**config.mk**
```make
export PLATFORM = sky130hd
export DESIGN_NAME = driver_fifo_interface_flat
export DESIGN_NICKNAME = d
export VERILOG_FILES = /design/src/rtl/driver_fifo_pkg.sv /design/src/rtl/driver_fifo_interface_if.sv /design/src/rtl/sync_fifo.sv /design/src/rtl/driver_fifo_interface.sv /design/src/flat_wrapper.sv
export SDC_FILE = /design/constraint.sdc
export NUM_CORES = 1
export LEC_CHECK = 0
export CAP_MARGIN = 20
export CORE_ASPECT_RATIO = 0.75
export CORE_MARGIN = 1.5
export CORE_UTILIZATION = 40
export CTS_CLUSTER_DIAMETER = 80
export DETAILED_ROUTE_END_ITERATION = 8
export GPL_TIMING_DRIVEN = 0
export HOLD_SLACK_MARGIN = 0.05
export PLACE_DENSITY = 0.54
export SETUP_SLACK_MARGIN = 0.4
export SLEW_MARGIN = 10
export SYNTH_ARGS = -nofsm -noshare
export SYNTH_HDL_FRONTEND = slang
export SYNTH_HIERARCHICAL = 1
export SYNTH_SLANG_ARGS = --single-unit
```
**constraint.sdc**
```tcl
create_clock -name clk -period 4.1 [get_ports clk]
set_clock_uncertainty 0.2 [all_clocks]
set_input_delay 0.82 -clock clk [delete_from_list [all_inputs] [get_ports clk]]
set_output_delay 0.82 -clock clk [all_outputs]
set_load 0.01 [all_outputs]
```
**src/rtl/driver_fifo_pkg.sv**
```systemverilog
// Register map, bit positions and CONTROL field layout shared by the audio driver FIFO block.
package driver_fifo_pkg;

  localparam logic [1:0] REG_DATA    = 2'd0;
  localparam logic [1:0] REG_STATUS  = 2'd1;
  localparam logic [1:0] REG_CONTROL = 2'd2;

  localparam int ST_EMPTY    = 16;
  localparam int ST_FULL     = 17;
  localparam int ST_OVERFLOW = 18;

  localparam int CTRL_IRQ_EN = 16;
  localparam int CTRL_CLEAR  = 17;

  typedef struct packed {
    logic        clear;
    logic        irq_en;
    logic [15:0] threshold;
  } ctrl_t;

endpackage

```
**src/rtl/driver_fifo_interface_if.sv**
```systemverilog
// Avalon-MM slave and Avalon-ST sink signals of the audio driver FIFO, grouped with modports.
interface driver_fifo_interface_if #(
  parameter int DATA_SIZE = 28
) ();
  logic                 chipselect;
  logic [1:0]           address;
  logic                 read;
  logic                 write;
  logic [31:0]          writedata;
  logic                 source_valid;
  logic [DATA_SIZE-1:0] source_data;
  logic                 source_ready;
  logic [31:0]          read_data;
  logic                 irq;

  modport master (
    output chipselect, address, read, write, writedata, source_valid, source_data,
    input  source_ready, read_data, irq
  );

  modport slave (
    input  chipselect, address, read, write, writedata, source_valid, source_data,
    output source_ready, read_data, irq
  );
endinterface

```
**src/rtl/sync_fifo.sv**
```systemverilog
// Single-clock FIFO with occupancy level; clear flushes pointers and takes priority over push/pop.
module sync_fifo #(
  parameter int WIDTH = 29,
  parameter int DEPTH = 16
) (
  input  logic                     clk,
  input  logic                     rst,
  input  logic                     push,
  input  logic                     pop,
  input  logic                     clear,
  input  logic [WIDTH-1:0]         wdata,
  output logic [WIDTH-1:0]         rdata,
  output logic [$clog2(DEPTH):0]   level,
  output logic                     full,
  output logic                     empty
);
  localparam int AW = $clog2(DEPTH);
  localparam int LW = AW + 1;

  logic [WIDTH-1:0] mem [DEPTH];
  logic [AW-1:0]    wr_ptr;
  logic [AW-1:0]    rd_ptr;

  always_ff @(posedge clk or negedge rst) begin
    if (!rst) begin
      wr_ptr <= '0;
      rd_ptr <= '0;
      level  <= '0;
    end else if (clear) begin
      wr_ptr <= '0;
      rd_ptr <= '0;
      level  <= '0;
    end else begin
      if (push) wr_ptr <= wr_ptr + AW'(1);
      if (pop)  rd_ptr <= rd_ptr + AW'(1);
      case ({push, pop})
        2'b10:   level <= level + LW'(1);
        2'b01:   level <= level - LW'(1);
        default: level <= level;
      endcase
    end
  end

  // Storage carries no reset; only pointers and level define what is valid.
  always_ff @(posedge clk) begin
    if (push && !clear) mem[wr_ptr] <= wdata;
  end

  assign rdata = mem[rd_ptr];
  assign full  = (level == LW'(DEPTH));
  assign empty = (level == '0);

endmodule

```
**src/rtl/driver_fifo_interface.sv**
```systemverilog
// Audio sample FIFO with channel tagging, CPU register access, overflow flag and level irq.
// Optional threshold interrupt enabled by defining DRIVER_FIFO_IRQ_EN.
module driver_fifo_interface
  import driver_fifo_pkg::*;
#(
  parameter int DATA_SIZE    = 28,
  parameter int DEPTH        = 16,
  parameter int NUM_CHANNELS = 2
) (
  input  logic                   clk,
  input  logic                   rst,
  driver_fifo_interface_if.slave bus
);
  localparam int CH_W = (NUM_CHANNELS > 1) ? $clog2(NUM_CHANNELS) : 1;
  localparam int W    = DATA_SIZE + CH_W;
  localparam int LW   = $clog2(DEPTH) + 1;

  logic [CH_W-1:0] ch_cnt;
  logic [W-1:0]    head;
  logic [LW-1:0]   level;
  logic [15:0]     level16;
  logic            full, empty;
  logic            rd_acc, wr_acc, push, pop, clear, ovf_set, status_rd;
  logic            overflow;
  logic [31:0]     data_word, status_word, ctrl_word, rd_next;
  ctrl_t           wr_ctrl;

  assign rd_acc    = bus.chipselect && bus.read;
  assign wr_acc    = bus.chipselect && bus.write;
  assign wr_ctrl   = ctrl_t'(bus.writedata[CTRL_CLEAR:0]);
  assign clear     = wr_acc && (bus.address == REG_CONTROL) && wr_ctrl.clear;
  assign push      = bus.source_valid && !full;
  assign ovf_set   = bus.source_valid && full;
  assign pop       = rd_acc && (bus.address == REG_DATA) && !empty;
  assign status_rd = rd_acc && (bus.address == REG_STATUS);
  assign level16   = 16'(level);

  // A pop in the full cycle cannot free space for a same-cycle push.
  assign bus.source_ready = !full;

  sync_fifo #(.WIDTH(W), .DEPTH(DEPTH)) u_fifo (
    .clk   (clk),
    .rst   (rst),
    .push  (push),
    .pop   (pop),
    .clear (clear),
    .wdata ({ch_cnt, bus.source_data}),
    .rdata (head),
    .level (level),
    .full  (full),
    .empty (empty)
  );

  always_ff @(posedge clk or negedge rst) begin
    if (!rst)        ch_cnt <= '0;
    else if (clear)  ch_cnt <= '0;
    else if (push)   ch_cnt <= (ch_cnt == CH_W'(NUM_CHANNELS - 1)) ? '0 : ch_cnt + CH_W'(1);
  end

  // A fresh overflow beats the clear-on-read of STATUS.
  always_ff @(posedge clk or negedge rst) begin
    if (!rst)           overflow <= 1'b0;
    else if (clear)     overflow <= 1'b0;
    else if (ovf_set)   overflow <= 1'b1;
    else if (status_rd) overflow <= 1'b0;
  end

`ifdef DRIVER_FIFO_IRQ_EN
  logic [15:0] threshold;
  logic        irq_en;
  logic        unused_wd;

  always_ff @(posedge clk or negedge rst) begin
    if (!rst) begin
      threshold <= '0;
      irq_en    <= 1'b0;
    end else if (wr_acc && (bus.address == REG_CONTROL)) begin
      threshold <= wr_ctrl.threshold;
      irq_en    <= wr_ctrl.irq_en;
    end
  end

  assign bus.irq   = irq_en && (threshold != '0) && (level16 >= threshold);
  assign ctrl_word = {15'd0, irq_en, threshold};
  assign unused_wd = ^bus.writedata[31:CTRL_CLEAR+1];
`else
  logic unused_wd;

  assign bus.irq   = 1'b0;
  assign ctrl_word = '0;
  assign unused_wd = ^{bus.writedata[31:CTRL_CLEAR+1], wr_ctrl.irq_en, wr_ctrl.threshold};
`endif

  always_comb begin
    data_word           = '0;
    data_word[W-1:0]    = head;
    data_word[31]       = 1'b1;
    status_word         = '0;
    status_word[15:0]   = level16;
    status_word[ST_EMPTY]    = empty;
    status_word[ST_FULL]     = full;
    status_word[ST_OVERFLOW] = overflow;
    rd_next = '0;
    case (bus.address)
      REG_DATA:    rd_next = empty ? '0 : data_word;
      REG_STATUS:  rd_next = status_word;
      REG_CONTROL: rd_next = ctrl_word;
      default:     rd_next = '0;
    endcase
  end

  always_ff @(posedge clk or negedge rst) begin
    if (!rst)        bus.read_data <= '0;
    else if (rd_acc) bus.read_data <= rd_next;
  end

endmodule
```
**src/flat_wrapper.sv**
```systemverilog
// flat-port wrapper written by rule: the top's interface ports become plain ports
module driver_fifo_interface_flat import driver_fifo_pkg::*;
#(
  parameter int DATA_SIZE    = 28,
  parameter int DEPTH        = 16,
  parameter int NUM_CHANNELS = 2
)
  (clk, rst, bus_chipselect, bus_address, bus_read, bus_write, bus_writedata, bus_source_valid, bus_source_data, bus_source_ready, bus_read_data, bus_irq);
  driver_fifo_interface_if #(.DATA_SIZE(DATA_SIZE)) bus_i ();
  input  logic clk;
  input  logic rst;
  input wire logic [$bits(bus_i.chipselect)-1:0] bus_chipselect;
  input wire logic [$bits(bus_i.address)-1:0] bus_address;
  input wire logic [$bits(bus_i.read)-1:0] bus_read;
  input wire logic [$bits(bus_i.write)-1:0] bus_write;
  input wire logic [$bits(bus_i.writedata)-1:0] bus_writedata;
  input wire logic [$bits(bus_i.source_valid)-1:0] bus_source_valid;
  input wire logic [$bits(bus_i.source_data)-1:0] bus_source_data;
  output wire logic [$bits(bus_i.source_ready)-1:0] bus_source_ready;
  output wire logic [$bits(bus_i.read_data)-1:0] bus_read_data;
  output wire logic [$bits(bus_i.irq)-1:0] bus_irq;
  assign bus_i.chipselect = bus_chipselect;
  assign bus_i.address = bus_address;
  assign bus_i.read = bus_read;
  assign bus_i.write = bus_write;
  assign bus_i.writedata = bus_writedata;
  assign bus_i.source_valid = bus_source_valid;
  assign bus_i.source_data = bus_source_data;
  assign bus_source_ready = bus_i.source_ready;
  assign bus_read_data = bus_i.read_data;
  assign bus_irq = bus_i.irq;
  driver_fifo_interface #(.DATA_SIZE(DATA_SIZE), .DEPTH(DEPTH), .NUM_CHANNELS(NUM_CHANNELS)) u_core (.clk(clk), .rst(rst), .bus(bus_i));
endmodule
```
# Word-level counts from Yosys, hierarchy flattened
# Memory sizes are Yosys's and may differ from the RTL's.
# Cells that the tools add are included.
# Widths: inputs -> output; s select.
word_totals:
  ff_bits: 47
  mem_bits_rw: 464
  input_bits: 68
  out_inout_bits: 34
  word_cells: 52
  memories: 1
op_classes:
  n_addsub: 5
  n_eq_ne: 5
  n_mux: 16
  n_reduce_logical: 19
mem_list:
  columns: ["memory", "words", "width", "read_ports", "rd_ports_with_merged_regs", "write_ports", "line", "text"]
  rows:
  - ["u_core.u_fifo.mem", 16, 29, 1, 0, 1, "sync_fifo.sv:20", "logic [WIDTH-1:0] mem [DEPTH];"]
ops:
  columns: ["cell", "count"]
  rows:
  - ["$pmux 32 s2", 1]
  - ["$mux 32", 1]
  - ["$mux 4", 4]
  - ["$logic_and 1x1->1", 10]
  - ["$pmux 5 s2", 1]
  - ["$add 4x1->4 const B", 2]
  - ["$mux 1", 8]
  - ["$reduce_bool 3->1", 2]
  - ["$add 5x1->5 const B", 1]
  - ["$eq 5x5->1 const B", 1]
  - ["$logic_not 5->1", 1]
  - ["$mux 5", 1]
  - ["$sub 5x1->5 const B", 1]
  - ["$eq 2x1->1 const B", 2]
  - ["$eq 2x2->1 const B", 2]
  - ["$reduce_bool 2->1", 2]
  - ["$logic_not 1->1", 3]
  - ["$logic_not 2->1", 1]
  - ["$add 1x1->1 const B", 1]

# Logic depth before layout (Yosys ltp)
# Gate-level depths: netlist of run 1.
depth:
  depth_word: 7
  depth_mapped: 14
  mapped_depth_nobuf: 11

# Cells and area by module
# Netlist of run 1, hierarchy kept.
by_module_without_submodules:
  columns: ["mod", "instances", "cells_per_inst", "area_each_um2"]
  rows:
  - ["sync_fifo", 1, 811, 18302.6]
  - ["driver_fifo_interface", 1, 105, 1297.5]

# Least setup slack after synthesis of run 1
# No wires, ideal clock.
synth_path:
  path_kind: "in2reg"
  startpoint: "input bus_source_valid"
  endpoint: "memory u_core.u_fifo.mem[0][0] (enable)"
  setup_time_ns: 0.389
  arrival_ns: 2.423
  required_ns: 3.511
  path_slack_ns: 1.088
  stages: 5
  path_buffers: 1
  cell_sequence: "nor2b_1 buf_2 nor2b_1 nor3b_1 and2_1"
synth_between:
  elab_chain_cells: 4
synth_lines:
  columns: ["element", "line", "text"]
  rows:
  - ["from (decl)", "flat_wrapper.sv:17", "input wire logic [$bits(bus_i.source_valid)-1:0] bus_source_valid;"]
  - ["$logic_and 1x1->1", "driver_fifo_interface.sv:32", "assign push = bus.source_valid && !full;"]
  - ["$logic_and 1x1->1", "sync_fifo.sv:46", "if (push && !clear) mem[wr_ptr] <= wdata;"]
  - ["$mux 1", "sync_fifo.sv:46", null]
  - ["$mux 1 (not written as such)", "sync_fifo.sv:46", null]
  - ["to (decl)", "sync_fifo.sv:20", null]
# Every way passes these cells.

# Worst setup path after layout of run 1
layout_path:
  startpoint: "register u_core.u_fifo.level[1]"
  endpoint: "memory u_core.u_fifo.mem[2][11] (enable)"
layout_between:
  elab_chain_cells: 6
layout_lines:
  columns: ["element", "line", "text"]
  rows:
  - ["from (decl)", "sync_fifo.sv:13", "output logic [$clog2(DEPTH):0] level,"]
  - ["from (signal assigned)", "sync_fifo.sv:37", "2'b10: level <= level + LW'(1);"]
  - ["from (signal assigned)", "sync_fifo.sv:38", "2'b01: level <= level - LW'(1);"]
  - ["from (signal assigned)", "sync_fifo.sv:39", "default: level <= level;"]
  - ["$eq 5x5->1", "sync_fifo.sv:50", "assign full = (level == LW'(DEPTH));"]
  - ["net u_core.full", "driver_fifo_interface.sv:22", "logic full, empty;"]
  - ["$logic_not 1->1", "driver_fifo_interface.sv:32", null]
  - ["$logic_and 1x1->1", "driver_fifo_interface.sv:32", null]
  - ["net u_core.push", "driver_fifo_interface.sv:23", "logic rd_acc, wr_acc, push, pop, clear, ovf_set, status_rd;"]
  - ["$logic_and 1x1->1", "sync_fifo.sv:46", null]
  - ["$mux 1", "sync_fifo.sv:46", null]
  - ["$mux 1 (not written as such)", "sync_fifo.sv:46", null]
# The timed path passes the listed nets, and every way through them passes these cells.

==> flow_summary.toml, run 1 <==
[run_status]
status = "complete, no violations"

[place]
place.gp.congestion = 0.731
dp_hpwl_um = 28100
place_worst_setup_slack_ns = -0.155
io_buffers = 67

[die]
dieWidth_um = 259
initial_utilization_pct = 40.4
die-area_um2 = 50400
coreArea_um2 = 48500
rows = 70
die_h_um = 195
io_pins = 102

[global_routing]
grt_pass1_vias = 9509
antenna_found_initial = 1
globalRouteOverflowTotal = 0
grt_pass1_wl_um = 67100
grtUsageTotal_pct = 18.6
grt_max_degree = 46

[power]
ir_worst_vdd_mv = 0.368
power_leakage_uw = 0.00755
power.density_nw_per_um2 = 658

[logic_synthesis]
synth-seq-cells = 509
yosysTopAreaCellShare_pct = 71.1
synth_ff_type = "edfxtp_1"
postSynthAreaPerCell_um2 = 21.4
ys_types = 40
synth-edff-count = 464
yosys-top-cells-area = "edfxtp_1, mux4_2, dfrtp_1"
yosysWarnings = 6
synth_top_area_cell = "edfxtp_1"
yosysSeqAreaShare_pct = 76.8
synthesis.area_um2 = 19600
syn_inst = 916
async_reset_ff_share_pct = 8.84

[timing]
max_freq_mhz = 288
rsz0062_at_grt = "false"
post-route-min-period_ns = 3.47
slew_headroom_pct = 31.7
setup_tns_ns = 0
slew_violations = 0
finalSetupViolCount = 0
tightest_slew_ns = 1.02
hold_viol_final = 0
fin_ws_ns = 0.633
finalCritPeriodShare_pct = 84.6

[clocking]
root_buffer = "clkbuf_16"
htreeDepth = 2
numCtsBuffers = 50
cts_buffer_depth = 3
cts.sinks = 509
cts_setup_buffers = 1
path_clk_slew_ns = 0.06
clock_latency_ns = 0.57
cts_tree = "built"
post_cts_resized = 0
hold_buffers = 0

[final_layout]
mostFrequentLayoutCell = "edfxtp_1"
diodes = 0
regArea_um2 = 15100
final_cell_mix = "edfxtp_1, mux4_2, clkdlybuf4s50_1"
final_nets = 1129
drive_above_1_share_pct = 25.2
multiInputGateArea_um2 = 4260
syn2layout_area_growth_pct = 18.3
fillers = 4005

[critical_path]
r2r_end = "u_core/u_fifo/mem[2][11]"
critPathKind = "flop to flop"
slowest_stage = "and2_2"
cp-start-kind = "flop"
arrival_ns = 3.54
rrSetupSlack_ns = 0.63
path_cells = "clkbuf_1, nor2_1, nand2_1, nor2_1, nor2b_1, buf_2, nor2b_1, nor3b_1, and2_2, buf_16"
worstRegToRegCells = 10
required_ns = 4.17
cp_slowest_stage_delay_ns = 0.62
end_kind = "flop"
worst-path-max-fanout = 16
r2r-start = "u_core/u_fifo/level[1]"

[route]
wl_um = 45700
antenna_left = 0
num_vias = 9469
wl_per_cell_um = 26.2
drc = 0
dr.pass1.iters = 5
avgViaCountPerCell = 5.44
drt-initial-drc-count = 981

[flow_run]
drv_cap = 0

[worst_hold_path]
min_path_type = "primary input to asynchronous set/reset pin"
[through the flow]
stage                     area [µm²]  std cells  hold slack, ns  utilization, %  total power, µW
after floorplan                19600        918           0.316               -             9120
after global placement         21100       1633           0.262            43.5            10500
after detailed placement       21500       1649           0.268            44.2            10600
after CTS                      23200       1742           0.153            47.8            15400
after global routing           23200       1742           0.157            47.8            15900
final                          23200       1742           0.125            47.8            15200
[state kept, by name (all words and copies together) (netlist names)]
| signal | count |
|---|---|
| u_core/u_fifo/wr_ptr | 4 |
| u_core/bus.read_data | 30 |
| u_core/overflow | 1 |
| u_core/u_fifo/level | 5 |
| u_core/u_fifo/mem | 464 |
| u_core/u_fifo/rd_ptr | 4 |
| u_core/ch_cnt | 1 |
[Yosys cell counts, types with 2 or more instances]
cell / number
a21oi_1: 4
a22o_1: 21
a22oi_1: 48
a22oi_2: 18
and2_1: 18
buf_1: 2
buf_2: 15
buf_4: 7
buf_6: 5
clkbuf_1: 22
dfrtp_1: 45
edfxtp_1: 464
ha_1: 7
inv_1: 6
mux2i_1: 3
mux4_2: 116
nand2_1: 44
nand4_1: 2
nor2_1: 22
nor2b_1: 7
o21ai_0: 11
or2_2: 2
xnor2_1: 5
xor2_1: 6
[cell families (layout without fill, tap and decap cells)]
kind of cell	count (synthesis)	count (layout)	share of synthesized area [%]
AOI/OAI and AO/OA	109	109	4.58
adders and majority gates	7	7	0.447
muxes	119	119	13.5
buffers and inverters	58	234	1.59
xor gates and xnor gates	11	11	0.492
and+or+nand+nor	102	102	2.55
DFF	509	509	76.8
other	1	3	0.0191
[worst max-delay path: cells and delay by family, from the launching register on]
family	cells	cell delay, ns
simple gates	7	1.74
flops	1	0.41
buf+inv	3	0.80
[cell type report]
class | count | share of cell area, %
flip-flops and latches | 509 | 65.0
clock inverters | 27 | 1.51
plain buffers | 52 | 1.25
multi-input cells | 351 | 18.4
inverters | 6 | 0.0972
clock buffers | 65 | 5.90
repair buffers | 84 | 4.43
well taps | 648 | 3.50
[metal layers]
layer | wire length (µm) | track usage [%]
met5 | 13 | 0
met4 | 712 | 3.92
met3 | 2780 | 3.21
met2 | 20800 | 27.6
met1 | 21300 | 28.9
[worst max path at each step]
stage | startpoint | endpoint | slack, ns | cells past startpoint
2_1_floorplan | bus_source_valid | u_core/u_fifo/mem[0][0] | 1.09 | 5
3_3_place_gp | bus_source_valid | u_core/u_fifo/mem[3][14] | -0.46 | 6
3_5_place_dp | bus_chipselect | u_core/u_fifo/level[4] | -0.16 | 12
4_1_cts | u_core/u_fifo/level[1] | u_core/u_fifo/mem[2][24] | 0.69 | 10
5_1_grt | u_core/u_fifo/level[1] | u_core/u_fifo/mem[0][9] | 0.41 | 10
6_report | u_core/u_fifo/level[1] | u_core/u_fifo/mem[2][11] | 0.63 | 10
[where the power goes]
group | internal [µW] | leakage, µW | switching (µW) | total (µW)
clock | 2850 | 0.000834 | 1920 | 4770
sequential | 6260 | 0.00478 | 226 | 6490
combinational | 1790 | 0.00193 | 2200 | 3980
Power figures use the tool's default switching activity.
==> run 2, diff against run 1 <==
==> constraint.sdc (replaced) <==
create_clock -name clk -period 3.44 [get_ports clk]
set_clock_uncertainty 0.2 [all_clocks]
set_input_delay 0.688 -clock clk [delete_from_list [all_inputs] [get_ports clk]]
set_output_delay 0.688 -clock clk [all_outputs]
set_load 0.01 [all_outputs]
==> run 2 against run 1 <==
Combinational power rose by 23%. Sequential share of layout area fell by 0.71 points. Sequential power rose by 19%. Count of clock-buffer cells in the layout did not move. Wire length rose by 0.97%. Setup slack got worse by 0.13 ns. Utilization rose by 0.54 points. Total power rose by 20%. Global-route usage rose by 0.078 points. Highest routed layer unchanged.
==> flow_summary.toml, run 2 (synthesis results as in run 1) <==
[route]
drt-initial-drc-count = 1012
avgViaCountPerCell = 5.42
num_vias = 9522
drc = 0
dr.pass1.iters = 5
wl_per_cell_um = 26.3
antenna_left = 0
wl_um = 46100

[final_layout]
drive_above_1_share_pct = 27.1
syn2layout_area_growth_pct = 19.6
diodes = 0
final_nets = 1143
mostFrequentLayoutCell = "edfxtp_1"
instances_no_fill = 1756
fillers = 3976
regArea_um2 = 15100
reg_top3 = "u_core/u_fifo/mem (464), u_core/bus.read_data (30), u_core/u_fifo/level (5)"
multiInputGateArea_um2 = 4300
largest_register_ffs = 464
final_cell_mix = "edfxtp_1, mux4_2, clkdlybuf4s50_1"
largest-register = "u_core/u_fifo/mem"

[die]
io_pins = 102
rows = 70
coreArea_um2 = 48500
dieWidth_um = 259
initial_utilization_pct = 40.4
die_h_um = 195
die-area_um2 = 50400

[power]
pwr-share-clk_pct = 31.1
power_frac_seq_pct = 42.2
totalPowerFinal_uw = 18300
power.density_nw_per_um2 = 782
ir_worst_vdd_mv = 0.436
switchingPower_uw = 5240
p_int_uw = 13100
swShare_pct = 28.6
power_leakage_uw = 0.00766
pwr-share-comb_pct = 26.7

[clocking]
root_buffer = "clkbuf_16"
cts_buffer_depth = 3
cts.sinks = 509
numCtsBuffers = 50
clock_latency_ns = 0.57
cts_tree = "built"
path_clk_slew_ns = 0.06
htreeDepth = 2

[global_routing]
grtUsageTotal_pct = 18.7
antenna_found_initial = 1
grt_pass1_wl_um = 67500
globalRouteOverflowTotal = 0
grt_pass1_vias = 9576
grt_max_degree = 46

[critical_path]
worstRegToRegCells = 13
crit_top_cell = "nor2_2"
rrSetupSlack_ns = 0.53
arrival_ns = 2.05
end_kind = "output pin"
worst-path-max-fanout = 8
critPathKind = "flop to output pin"
cp_slowest_stage_delay_ns = 0.47
required_ns = 2.55
cp-start-kind = "flop"
path_cells = "buf_4, nor2_2, nand2_1, nor2_2, inv_1, clkdlybuf4s50_1"
crit_start = "u_core/u_fifo/level[1]"
slowest_stage = "clkdlybuf4s50_1"
r2r-start = "u_core/u_fifo/level[1]"

[timing]
slew_headroom_pct = 31.6
tightest_slew_ns = 1.03
holdWs_ns = 0.277
max_freq_mhz = 341
finalSetupViolCount = 0
slew_violations = 0
post-route-min-period_ns = 2.94
hold_viol_final = 0
finalCritPeriodShare_pct = 85.3
setup_tns_ns = 0
rsz0062_at_grt = "false"
fin_ws_ns = 0.504

[place]
place_worst_setup_slack_ns = -0.683
dp_hpwl_um = 28100
place.gp.congestion = 0.731
io_buffers = 67
dpl.cell_count = 1649

[run_status]
status = "complete, no violations"

[flow_run]
drv_cap = 0

[worst_hold_path]
min_path_type = "flop to flop"
whs_path_depth = 1
min_from = "u_core/bus.read_data[31]"
run 2: cell count changes in the layout (fill, tap and decap cells not counted), moves of 2 or more:
| cell | before | now |
|---|---|---|
| and2_2 | 16 | 4 |
| and2_4 | 0 | 12 |
| buf_12 | 12 | 20 |
| buf_4 | 9 | 16 |
| nor2_1 | 22 | 19 |
| nor2_2 | 0 | 3 |
| clkbuf_1 | 31 | 29 |
| dfrtp_1 | 45 | 43 |
| dfrtp_2 | 0 | 2 |
run 2: final timing paths:
check,end
worst min register to register,u_core/bus.read_data[31]
min in group asynchronous,u_core/bus.read_data[6]
worst max-delay path,bus_source_ready
worst min-delay path,u_core/bus.read_data[31]
worst max register to register,u_core/u_fifo/level[4]
max in group asynchronous,u_core/u_fifo/level[0]
run 2: critical path, delay by kind of cell (launching register included):
family | cells | cell delay, ns
DFF | 1 | 0.38
buffers and inverters | 3 | 0.70
and+or+nand+nor | 3 | 0.41
run 2: power by group through the flow:
| stage | registers [µW] | logic [µW] | clock network, µW |
|---|---|---|---|
| 2_1_floorplan | 7810 | 3060 | 0 |
| 3_3_place_gp | 7880 | 4660 | 0 |
| 3_5_place_dp | 7860 | 4820 | 0 |
| 4_1_cts | 7740 | 4900 | 5830 |
| 5_1_grt | 7790 | 5260 | 6080 |
| 6_report | 7740 | 4900 | 5700 |
run 2: timing repair:
action / CTS / global route
pin swaps: 5 / 6
hold endpoints to repair: 45 / 0
buffers inserted: 8 / 6
endpoints found under the setup margin: 389 / 386
hold buffers: 1 / 0
gates resized for setup: 9 / 20
run 2: per-stage QoR:
stage               area (µm²)  util [%]
finish                   23400      48.3
CTS                      23300      48.0
detailed placement       21500      44.2
global placement         21100      43.5
global route             23400      48.3
floorplan                19600         -
run 2: metal layers:
metal / vias up / GRT usage [%] / part of all wire, %
met5: - / 0 / 0.028
met4: 2 / 4.03 / 1.6
met3: 58 / 3.30 / 5.8
met2: 298 / 27.7 / 46
met1: 5065 / 28.9 / 47
li1: 4099 / - / -
run 2: final cells by class:
cell class              count  area share (%)
inverters                   6          0.0961
flip-flops and latches    509            64.3
repair buffers             98            5.26
plain buffers              52            1.27
multi-input cells         351            18.3
clock inverters            27            1.49
well taps                 648            3.46
clock buffers              65            5.83
==> run 3, diff against run 2 <==
--- a/config.mk
+++ b/config.mk
@@ -7,7 +7,7 @@
 export LEC_CHECK = 0
 export CAP_MARGIN = 20
 export CORE_ASPECT_RATIO = 0.75
-export CORE_MARGIN = 1.5
+export CORE_MARGIN = 4
 export CORE_UTILIZATION = 40
 export CTS_CLUSTER_DIAMETER = 80
 export DETAILED_ROUTE_END_ITERATION = 8
==> run 3 against run 2 <==
Sequential power hardly changed. Count of clock-buffer cells in the layout grew 11. Clock power decreased by 8.4%. Setup slack improved by 0.074 ns. Via count up 0.55%. Global-route usage fell by 0.70 points. Total power decreased by 2.5%. First-iteration DRC count rose by 5.1%. Fmax grew 2.6%. Critical path depth grew 8. Sequential share of layout area increased by 0.50 points.
==> flow_summary.toml, run 3 (synthesis results as in run 1) <==
[die]
die-area_um2 = 52600
rows = 69
io_pins = 102
die_h_um = 200
coreArea_um2 = 47900
initial_utilization_pct = 40.9
dieWidth_um = 264

[route]
dr.pass1.iters = 7
met2_wirelength_um = 21000
wl_per_cell_um = 27.1
wl_met3_um = 2670
num_vias = 9574
drt-initial-drc-count = 1064
antenna_left = 0
top_layer = "met5"
avgViaCountPerCell = 5.49
drc = 0
met1_length_um = 23000
wl_um = 47300

[place]
place_worst_setup_slack_ns = -0.575
dp_hpwl_um = 28800
placed_area_um2 = 21500
place.gp.congestion = 0.720
io_buffers = 67

[final_layout]
mostFrequentLayoutCell = "edfxtp_1"
drive_above_1_share_pct = 26.0
largest-register = "u_core/u_fifo/mem"
largest_register_ffs = 464
syn2layout_area_growth_pct = 18.7
reg_top3 = "u_core/u_fifo/mem (464), u_core/bus.read_data (30), u_core/u_fifo/level (5)"
utilization_pct = 48.5
fin_area_um2 = 23300
final_cell_mix = "edfxtp_1, mux4_2, clkdlybuf4s50_1"
final_nets = 1140
fillers = 3907

[power]
ir_worst_vdd_mv = 0.382
totalPowerFinal_uw = 17900
power_leakage_uw = 0.00756
power.density_nw_per_um2 = 769

[clocking]
path_clk_slew_ns = 0.06
numCtsBuffers = 50
cts_buffer_depth = 3
htreeDepth = 2
cts_tree = "built"
clock_latency_ns = 0.57
root_buffer = "clkbuf_16"
cts.sinks = 509

[critical_path]
worst-path-max-fanout = 8
rrSetupSlack_ns = 0.58
critPathKind = "flop to flop"
cp-start-kind = "flop"
arrival_ns = 3.08
worstRegToRegCells = 14
end_kind = "flop"
required_ns = 3.66

[timing]
fin_ws_ns = 0.579
finalCritPeriodShare_pct = 83.2
hold_viol_final = 0
slew_violations = 0
max_freq_mhz = 349
slew_headroom_pct = 31.8
post-route-min-period_ns = 2.86
tightest_slew_ns = 1.02
rsz0062_at_grt = "true"
finalSetupViolCount = 0

[run_status]
status = "complete, no violations"

[global_routing]
grt_max_degree = 46
grt_pass1_vias = 9697
antenna_found_initial = 2
grt_pass1_wl_um = 68500
grtUsageTotal_pct = 18.0
globalRouteOverflowTotal = 0

[flow_run]
drv_cap = 0

[worst_hold_path]
min_path_type = "flop to flop"
whs_path_depth = 2
run 3: cell types whose count changed in the layout (fill, tap and decap cells not counted), sizes merged:
cell and delta:
bufinv -5, clkinv -7, inv +1, diode +1, clkdlybuf4s50 -1, clkbuf +12
dlygate4sd2 +1, buf -4, clkinvlp -1
run 3: repair_timing:
action	in CTS	in global routing
gates resized for setup	17	14
pin swaps	9	2
setup buffers	9	2
hold buffers	1	0
endpoints found under the setup margin	392	328
hold endpoints to repair	45	0
run 3: final timing paths:
kind                                       endpoint                     from
max                          u_core/u_fifo/level[4]   u_core/u_fifo/level[1]
min                         u_core/bus.read_data[4]  u_core/bus.read_data[4]
max reg2reg                  u_core/u_fifo/level[4]   u_core/u_fifo/level[1]
min reg2reg                 u_core/bus.read_data[4]  u_core/bus.read_data[4]
max in group asynchronous  u_core/bus.read_data[11]                      rst
min in group asynchronous   u_core/bus.read_data[6]                      rst
run 3: report_power, final:
part	leakage, µW	total [µW]	internal, µW	switching [µW]
Combinational	0.00204	4900	2230	2670
Clock	0.000749	5220	3010	2210
Sequential	0.00478	7750	7460	287
run 3: per-stage QoR:
stage                     cells  setup TNS, ns  hold WS (ns)
after floorplan             918              0         0.192
after global placement     1624        -474.63         0.263
after detailed placement   1640         -24.88         0.271
after CTS                  1741              0         0.284
after global routing       1743              0         0.304
final                      1744              0         0.280
run 3: routing by layer:
layer	track usage [%]	vias to the layer above
met1	28.7	5181
li1	-	4094
met3	2.95	45
met5	0	-
met4	3.22	4
met2	26.6	250
run 3: layout make-up:
class | instances | area [µm²] | area share, %
Inverter | 6 | 22.5 | 0.0968
Buffer | 52 | 293 | 1.26
Multi-Input combinational cell | 351 | 4320 | 18.6
Clock buffer | 76 | 1390 | 5.98
Timing Repair Buffer | 95 | 1220 | 5.25
Tap cell | 639 | 800 | 3.44
Sequential cell | 509 | 15100 | 64.8
Antenna cell | 1 | 2.50 | 0.0108
Clock inverter | 15 | 153 | 0.656
run 3: critical path: stages (launching register included):
cell      delay (ns)
dfrtp_1         0.38
clkbuf_4        0.18
nor2_2          0.16
nand2_2         0.11
nor2_4          0.15
nor2b_1         0.09
buf_2           0.18
nor2b_1         0.11
buf_2           0.19
xor2_1          0.09
ha_2            0.22
a31o_2          0.25
a32oi_2         0.22
xnor2_1         0.15
nor2_1          0.05
==> RTL change (settings of run 3) <==
The option `DRIVER_FIFO_IRQ_EN` is turned on by a define.
--- a/src/rtl/driver_fifo_interface.sv
+++ b/src/rtl/driver_fifo_interface.sv
@@ -1,4 +1,6 @@
 // Audio sample FIFO with channel tagging, CPU register access, overflow flag and level irq.
 // Optional threshold interrupt enabled by defining DRIVER_FIFO_IRQ_EN.
+`define DRIVER_FIFO_IRQ_EN
+
 module driver_fifo_interface
   import driver_fifo_pkg::*;
Check against the original RTL: not equivalent (Yosys sat finds a counterexample within 4 cycles, from zero or initial values and one cycle with rst low).
==> RTL change against run 3 <==
- combinational power grew 10%
- global-route usage rose by 1.4 points
- power up 5.5%
- utilization grew 0.91 points
- count of clock-buffer cells in the layout increased by 3
- worst setup slack worse by 0.37 ns
- routed wire length up 13%
- register-to-register slack lost 0.36 ns
- design area increased by 7.3%
- synthesized cell count rose by 10%
- die area is 4.5% higher
- highest routed layer unchanged
- synthesized area rose by 4.7%
- sequential cell count up 17
- clock power rose by 3%
==> RTL change: results (changes against run 3) <==
metric	value	unit	change
DR iter-0 viols	1181		+11%
routing usage on met3	0.0424		+0.0128
Clock buffer cells	79		+3.9%
Cell Area, Placed	0.0225	mm2	+4.9%
total wire length	53400	um	+13%
routing usage on met1	0.292		+0.00558
P_leak	8.34	nW	+10%
Filler cells	4092		+4.7%
cts bufs inserted	51		+2.0%
Post-Synthesis Mean Instance Area	20.3	um2	-5.2%
Worst path max stage delay	0.56	ns	+0.18 ns
Final Net Count	1297		+14%
clk_lat worst skew	0.59	ns	+0.02 ns
async set-reset flop share out of synthesis	0.118		+0.0295
top cells by area, synth	edfxtp_1 68%, mux4_2 13%, dfrtp_1 7.6%		
layout cells sized above 1	0.278		+0.0178
most common library cells after synthesis	464 x edfxtp_1, 116 x mux4_2, 62 x dfrtp_1		
status	finished, final reports clean		
IO Port Bufs	85		+27%
Sw Ratio	0.299		+0.00989
met2 GRT Util	0.292		+0.0262
invs w/o clock	12		+6
initial antenna violation count	1		-1
Crit-path slowest cell	nor4_4		
post-DP HPWL	31600	um	+9.6%
P_clk	0.00540	W	+3%
## RTL change: worst max-delay path: cells and delay by family
| kind | cells | cell delay (ns) |
|---|---|---|
| xor gates and xnor gates | 2 | 0.27 |
| and+or+nand+nor | 3 | 0.66 |
| AOI/OAI and AO/OA | 2 | 0.53 |
| buffers and inverters | 5 | 1.08 |
| adders and majority gates | 1 | 0.21 |
## RTL change: what timing repair did
item	CTS	global route
endpoints found under the hold margin	10	0
setup endpoints to repair	352	165
pin swaps	12	8
setup buffers	31	18
hold buffers	1	0
gates resized for setup	44	27
cloned	4	0
## RTL change: final timing paths
path	startpoint	to	slack, ns	depth (start not counted)
hold reg to reg	u_core/bus.read_data[1]	u_core/bus.read_data[1]	0.28	2
setup / recovery	bus_address[0]	u_core/u_fifo/level[4]	0.21	13
max in group asynchronous	rst	u_core/u_fifo/level[3]	2.11	3
hold / removal	u_core/bus.read_data[1]	u_core/bus.read_data[1]	0.28	2
setup reg to reg	u_core/u_fifo/level[3]	u_core/u_fifo/level[4]	0.22	13
min in group asynchronous	rst	u_core/bus.read_data[21]	0.33	2
## RTL change: logic make-up after synthesis
family | count (synthesis) | share of synthesized area
compound gates | 134 | 0.0510
xor+xnor | 10 | 0.00427
fa+ha+maj | 12 | 0.00732
buf+inv | 69 | 0.0168
flops | 526 | 0.755
mux | 131 | 0.135
other cells | 1 | 0.000183
simple gates | 128 | 0.0302
## RTL change: stage by stage
stage,total power [W],TNS (ns)
after detailed placement,0.0131,-172.73
after CTS,0.0189,0
after floorplan,0.0112,0
after global routing,0.0197,0
after global placement,0.0130,-624.44
final,0.0189,0
## RTL change: routing by layer
layer | routed length (um) | share of wire
met1 | 25100 | 0.47
met2 | 24300 | 0.45
met3 | 3220 | 0.060
met4 | 813 | 0.015
met5 | 11 | 0.00021
